### src/rtl/cg_iteration_sequencer.sv
// Central controller for one conjugate-gradient solve: sequences the ALU stages, issues
// go pulses and vector read strobes, captures rsold/rsnew and checks convergence.
module cg_iteration_sequencer #(
  parameter int unsigned              element_width  = 32,
  parameter int unsigned              no_of_units    = 8,
  parameter int unsigned              max_iterations = 1024,
  parameter logic [element_width-1:0] tolerance      = 32'h283424DC
) (
  input  logic                     clk,
  input  logic                     reset,
  input  logic                     start,
  input  logic [31:0]              total,
  input  logic                     rd_ready,
  input  logic                     vxv1_done,
  input  logic                     vxv3_done,
  input  logic [element_width-1:0] vxv1_result,
  input  logic [element_width-1:0] vxv3_result,
  input  logic                     mxv_done,
  input  logic                     div1_done,
  input  logic                     div2_done,
  input  logic                     muladd_x_done,
  input  logic                     muladd_r_done,
  input  logic                     muladd_p_done,
  output logic                     vxv1_go,
  output logic                     mxv_go,
  output logic                     div1_go,
  output logic                     muladd_xr_go,
  output logic                     vxv3_go,
  output logic                     div2_go,
  output logic                     muladd_p_go,
  output logic                     rd_strobe,
  output logic [element_width-1:0] rold,
  output logic [element_width-1:0] rnew,
  output logic [31:0]              iteration_count,
  output logic                     busy,
  output logic                     converged,
  output logic                     timeout,
  output logic                     finish_all
);

  localparam int unsigned BeatShift = $clog2(no_of_units);
  localparam logic [31:0] MinTotal  = 32'(no_of_units);
  localparam logic [31:0] MaxIter   = 32'(max_iterations);

  typedef enum logic [3:0] {
    StIdle, StRrOld, StMxv, StDivAlpha, StUpdXr, StRrNew, StCheck, StDivBeta, StUpdP, StDone
  } state_e;

  state_e                   state_q, state_d;
  logic                     entry_q, entry_d;
  logic [31:0]              beats_q, beats_d;
  logic [31:0]              beat_q, beat_d;
  logic [element_width-1:0] rold_q, rold_d;
  logic [element_width-1:0] rnew_q, rnew_d;
  logic [31:0]              iter_q, iter_d;
  logic                     conv_q, conv_d;
  logic                     tmo_q, tmo_d;
  logic                     x_seen_q, x_seen_d;
  logic                     r_seen_q, r_seen_d;
  logic                     vxv1_go_q, vxv1_go_d;
  logic                     mxv_go_q, mxv_go_d;
  logic                     div1_go_q, div1_go_d;
  logic                     xr_go_q, xr_go_d;
  logic                     vxv3_go_q, vxv3_go_d;
  logic                     div2_go_q, div2_go_d;
  logic                     p_go_q, p_go_d;
  logic                     armed;
  logic                     rr_done;

  always_comb begin
    state_d   = state_q;
    beats_d   = beats_q;
    beat_d    = beat_q;
    rold_d    = rold_q;
    rnew_d    = rnew_q;
    iter_d    = iter_q;
    conv_d    = conv_q;
    tmo_d     = tmo_q;
    x_seen_d  = x_seen_q;
    r_seen_d  = r_seen_q;
    rd_strobe = 1'b0;
    // Dones are only honoured once the state's entry cycle has passed.
    armed     = !entry_q;
    rr_done   = armed && (beat_q == beats_q);

    unique case (state_q)
      StIdle: begin
        if (start && (total >= MinTotal)) begin
          beats_d = total >> BeatShift;
          iter_d  = '0;
          conv_d  = 1'b0;
          tmo_d   = 1'b0;
          state_d = StRrOld;
        end
      end
      StRrOld, StRrNew: begin
        rd_strobe = armed && rd_ready && (beat_q < beats_q);
        if (rd_strobe) beat_d = beat_q + 32'd1;
        if (state_q == StRrOld && rr_done && vxv1_done) begin
          rold_d  = vxv1_result;
          state_d = StMxv;
        end else if (state_q == StRrNew && rr_done && vxv3_done) begin
          rnew_d  = vxv3_result;
          state_d = StCheck;
        end
      end
      StMxv:      if (armed && mxv_done)  state_d = StDivAlpha;
      StDivAlpha: if (armed && div1_done) state_d = StUpdXr;
      StUpdXr: begin
        if (armed) begin
          x_seen_d = x_seen_q | muladd_x_done;
          r_seen_d = r_seen_q | muladd_r_done;
          if (x_seen_d && r_seen_d) begin
            x_seen_d = 1'b0;
            r_seen_d = 1'b0;
            state_d  = StRrNew;
          end
        end
      end
      StCheck: begin
        iter_d = iter_q + 32'd1;
        // rsnew is a sum of squares, so the sign bit carries no information.
        if (rnew_q[element_width-2:0] <= tolerance[element_width-2:0]) begin
          conv_d  = 1'b1;
          state_d = StDone;
        end else if (iter_q + 32'd1 == MaxIter) begin
          tmo_d   = 1'b1;
          state_d = StDone;
        end else begin
          rold_d  = rnew_q;
          state_d = StDivBeta;
        end
      end
      StDivBeta: if (armed && div2_done)     state_d = StUpdP;
      StUpdP:    if (armed && muladd_p_done) state_d = StMxv;
      StDone:    state_d = StIdle;
      default:   state_d = StIdle;
    endcase

    entry_d = (state_d != state_q);
    if (entry_d) beat_d = '0;

    vxv1_go_d = entry_q && (state_q == StRrOld);
    mxv_go_d  = entry_q && (state_q == StMxv);
    div1_go_d = entry_q && (state_q == StDivAlpha);
    xr_go_d   = entry_q && (state_q == StUpdXr);
    vxv3_go_d = entry_q && (state_q == StRrNew);
    div2_go_d = entry_q && (state_q == StDivBeta);
    p_go_d    = entry_q && (state_q == StUpdP);
  end

  always_ff @(posedge clk) begin
    if (reset) begin
      state_q   <= StIdle;
      entry_q   <= 1'b0;
      beats_q   <= '0;
      beat_q    <= '0;
      rold_q    <= '0;
      rnew_q    <= '0;
      iter_q    <= '0;
      conv_q    <= 1'b0;
      tmo_q     <= 1'b0;
      x_seen_q  <= 1'b0;
      r_seen_q  <= 1'b0;
      vxv1_go_q <= 1'b0;
      mxv_go_q  <= 1'b0;
      div1_go_q <= 1'b0;
      xr_go_q   <= 1'b0;
      vxv3_go_q <= 1'b0;
      div2_go_q <= 1'b0;
      p_go_q    <= 1'b0;
    end else begin
      state_q   <= state_d;
      entry_q   <= entry_d;
      beats_q   <= beats_d;
      beat_q    <= beat_d;
      rold_q    <= rold_d;
      rnew_q    <= rnew_d;
      iter_q    <= iter_d;
      conv_q    <= conv_d;
      tmo_q     <= tmo_d;
      x_seen_q  <= x_seen_d;
      r_seen_q  <= r_seen_d;
      vxv1_go_q <= vxv1_go_d;
      mxv_go_q  <= mxv_go_d;
      div1_go_q <= div1_go_d;
      xr_go_q   <= xr_go_d;
      vxv3_go_q <= vxv3_go_d;
      div2_go_q <= div2_go_d;
      p_go_q    <= p_go_d;
    end
  end

  assign vxv1_go         = vxv1_go_q;
  assign mxv_go          = mxv_go_q;
  assign div1_go         = div1_go_q;
  assign muladd_xr_go    = xr_go_q;
  assign vxv3_go         = vxv3_go_q;
  assign div2_go         = div2_go_q;
  assign muladd_p_go     = p_go_q;
  assign rold            = rold_q;
  assign rnew            = rnew_q;
  assign iteration_count = iter_q;
  assign busy            = (state_q != StIdle);
  assign converged       = conv_q;
  assign timeout         = tmo_q;
  assign finish_all      = (state_q == StDone);

endmodule

### config.mk
export PLATFORM = sky130hd
export DESIGN_NAME = cg_iteration_sequencer
export DESIGN_NICKNAME = d
export VERILOG_FILES = /design/src/rtl/cg_iteration_sequencer.sv
export SDC_FILE = /design/constraint.sdc
export NUM_CORES = 1
export LEC_CHECK = 0
export ABC_AREA = 1
export CORE_UTILIZATION = 46
export DETAILED_ROUTE_END_ITERATION = 10
export PLACE_DENSITY = 0.84
export SYNTH_ARGS = -nofsm -noshare
export SYNTH_HDL_FRONTEND = slang
export SYNTH_SLANG_ARGS = --single-unit
### constraint.sdc
create_clock -name clk -period 2 [get_ports clk]
set_input_delay 0.2 -clock clk [delete_from_list [all_inputs] [get_ports clk]]
set_output_delay 0.2 -clock clk [all_outputs]
set_load 0.02 [all_outputs]
==> impl_metrics.tcl <==
set metrics [dict create \
    outcome "finished with violations" \
    maxCapViolations 0 \
    initial_utilization 0.470 \
    final_common_cell "nand2_1" \
    drt-total-wl_um 37800 \
    synth_enable_flop_cells 0 \
    die_x_um 146 \
    min_path_type "in -> reg" \
    hold_buffers 0 \
    cts_sinks 173 \
    path_max_fanout 7 \
    antenna_found_initial 0 \
    multi_input_area_um2 6010 \
    synth_cells 1470 \
    antenna_cells 0 \
    cts_made_buffers 17 \
    rsz0062_at_grt "true" \
    h-tree-depth 4 \
    cts_tree "done" \
    final_nets 2046 \
    ff2ff_path_depth 16 \
    via_per_inst 5.42 \
    synth_flop_cell "dfxtp_1" \
    synthesis.area_um2 9510 \
    ir_worst_vdd_v 0.000580 \
    period_needed_ps 2510 \
    routedWlPerCell_um 17.3 \
    cp-startpoint "beats_q[14]" \
    drive_above_1_share 0.270 \
    worstHoldStart "total[23]" \
    tightest_slew_ps 709 \
    drc 0 \
    dp_slack_ps -717 \
    clock.fmax_ghz 0.399 \
    period_share 1.25 \
    clock-root-buffer "clkbuf_16" \
    num_vias 11858 \
    layout_common_cells "nand2_1 (326), buf_4 (233), clkdlybuf4s50_1 (207)" \
    dp_hpwl_um 24500 \
    ioPinCount 216 \
    grt_util_all_layers 0.319 \
    syn-num-nets 1609 \
    grt_pass1_wl_um 54700 \
    cts_max_path_buffers 2 \
    fp.dieArea_um2 21200 \
    relSlewSlack 0.527 \
    cp.arrival_ps 2840 \
    grt_pass1_vias 11395 \
    clk_latency_ps 440 \
    final_antenna_net_count 0 \
    setup_violations 102 \
    fin_util 0.769 \
    numPortBuffers 212 \
    area_growth_pct 63.6 \
    violations "negative setup slack" \
    syn_avg_cell_area_um2 6.47 \
    synth_seq_area_share 0.364 \
    rr_startpoint "beats_q[14]" \
    yosys_warnings 0 \
    async_flop_share 0 \
    yosysUniqueCellTypes 38 \
    hold_viol 0 \
    fin_worst_skew_ps 14.0 \
    clk_pin_slew_ps 70 \
    n_fill_cell 1351 \
    grt_start_max_net_pins 68 \
    maxSlewViolCount 0 \
    fp.dieH_um 146 \
    crit_path_start_kind "flip-flop" \
    drt_iter0_drc 965 \
    setup_ws_ps -505 \
    rows 52 \
    synth_seq_cells 173 \
    hold_depth 3 \
    gp_congestion 0.923 \
    critical_path_class "reg -> reg" \
    ff_latch_area_um2 3530 \
    cp.required_ps 2330 \
    core_um2 20200 \
    pwr_density_cell_nw_per_um2 544 \
    dr.pass1.iters 5 \
    grt_overflow 0 \
    p_leak_uw 0.00630 \
    end_kind "flip-flop" \
]
-- worst paths after layout --
path | to | slack (ps)
worst max-delay path | rold[2] | -510
worst min register to register | timeout | 470
worst min-delay path | beats_q[20] | 250
worst max register to register | rold[2] | -510
-- metrics by stage --
step                setup TNS [ps]  hold slack, ps  power, uW  cells  area (um^2)
finish                      -34440             249       8460   2189        15600
global placement            -48410             434       4820   2135        13700
detailed placement          -71280             453       4860   2135        13700
global route                -44790             267       8700   2189        15600
floorplan                     -279             367       4220   1470         9640
CTS                         -24960             280       8320   2180        14800
-- flip-flops by register name, indices dropped and copies added (netlist names) --
register	count
div2_go	1
beat_q	32
beats_q	29
entry_q	1
mxv_go	1
muladd_xr_go	1
rold	32
x_seen_q	1
rnew	32
vxv3_go	1
vxv1_go	1
div1_go	1
iteration_count	32
state_q	4
r_seen_q	1
timeout	1
muladd_p_go	1
converged	1
-- layout make-up --
cell class | instances | area share
multi-input combinational | 1055 | 0.387
timing repair buffer | 472 | 0.280
sequential | 173 | 0.227
inverter | 188 | 0.0467
clock buffer | 20 | 0.0294
tap | 270 | 0.0217
clock inverter | 11 | 0.00869
-- metal layers --
metal,vias up,track usage,part of all wire
li1,5578,-,-
met3,116,0.0712,0.084
met2,590,0.562,0.50
met4,0,0.145,0.039
met5,-,0,0
met1,5574,0.366,0.37
-- where the power goes --
group | switching, uW | leakage [uW] | total, uW | internal, uW
Combinational | 747 | 0.00460 | 1430 | 679
Sequential | 59.6 | 0.00143 | 3610 | 3550
Clock | 1510 | 0.000280 | 3430 | 1920
-- kinds of logic after synthesis --
family	share of synthesized area
adder cells (fa/ha/maj)	0.0408
buffers and inverters	0.100
flip-flops	0.364
AO/OA/AOI/OAI	0.136
XOR/XNOR	0.0276
AND/OR/NAND/NOR	0.331
-- repair_timing --
action	CTS	global route
pin swaps	23	33
cloned	2	4
buffers inserted	12	8
endpoints found under the setup margin	148	163
resized for setup	88	178
-- synth_stat cells, types with 2 or more instances --
master / instances / share of area
nor2_4: 4 / 0.0047
nor2_2: 3 / 0.0020
buf_6: 5 / 0.0059
nand3_1: 33 / 0.017
dfxtp_1: 173 / 0.36
nor2_1: 275 / 0.11
o21a_1: 2 / 0.0016
o21ai_1: 2 / 0.0011
a211oi_1: 33 / 0.026
nand4_1: 28 / 0.018
nor3b_1: 2 / 0.0016
xor2_1: 23 / 0.021
ha_1: 31 / 0.041
nor4_1: 10 / 0.0066
a21oi_1: 103 / 0.054
inv_1: 187 / 0.074
o21ai_0: 91 / 0.048
buf_2: 3 / 0.0016
nor3_1: 36 / 0.019
clkbuf_1: 38 / 0.015
nand3b_1: 12 / 0.0095
xnor2_1: 7 / 0.0064
nand2_1: 345 / 0.14
or2_2: 2 / 0.0013
buf_1: 7 / 0.0028
nand2_2: 3 / 0.0020
-- worst max-delay path, stage by stage, from the launching register on --
cell and delay (ps):
dfxtp_1 310, inv_1 50, ha_1 300, nand4_1 140
nor2_1 170, inv_1 90, nor2_2 150, buf_6 130
nand4_1 140, nand2_1 130, inv_2 70, nor2_4 160
nand2_8 90, buf_12 150, buf_6 120, o21ai_2 130
nor2_1 60
(Power assumes the default switching activity.)
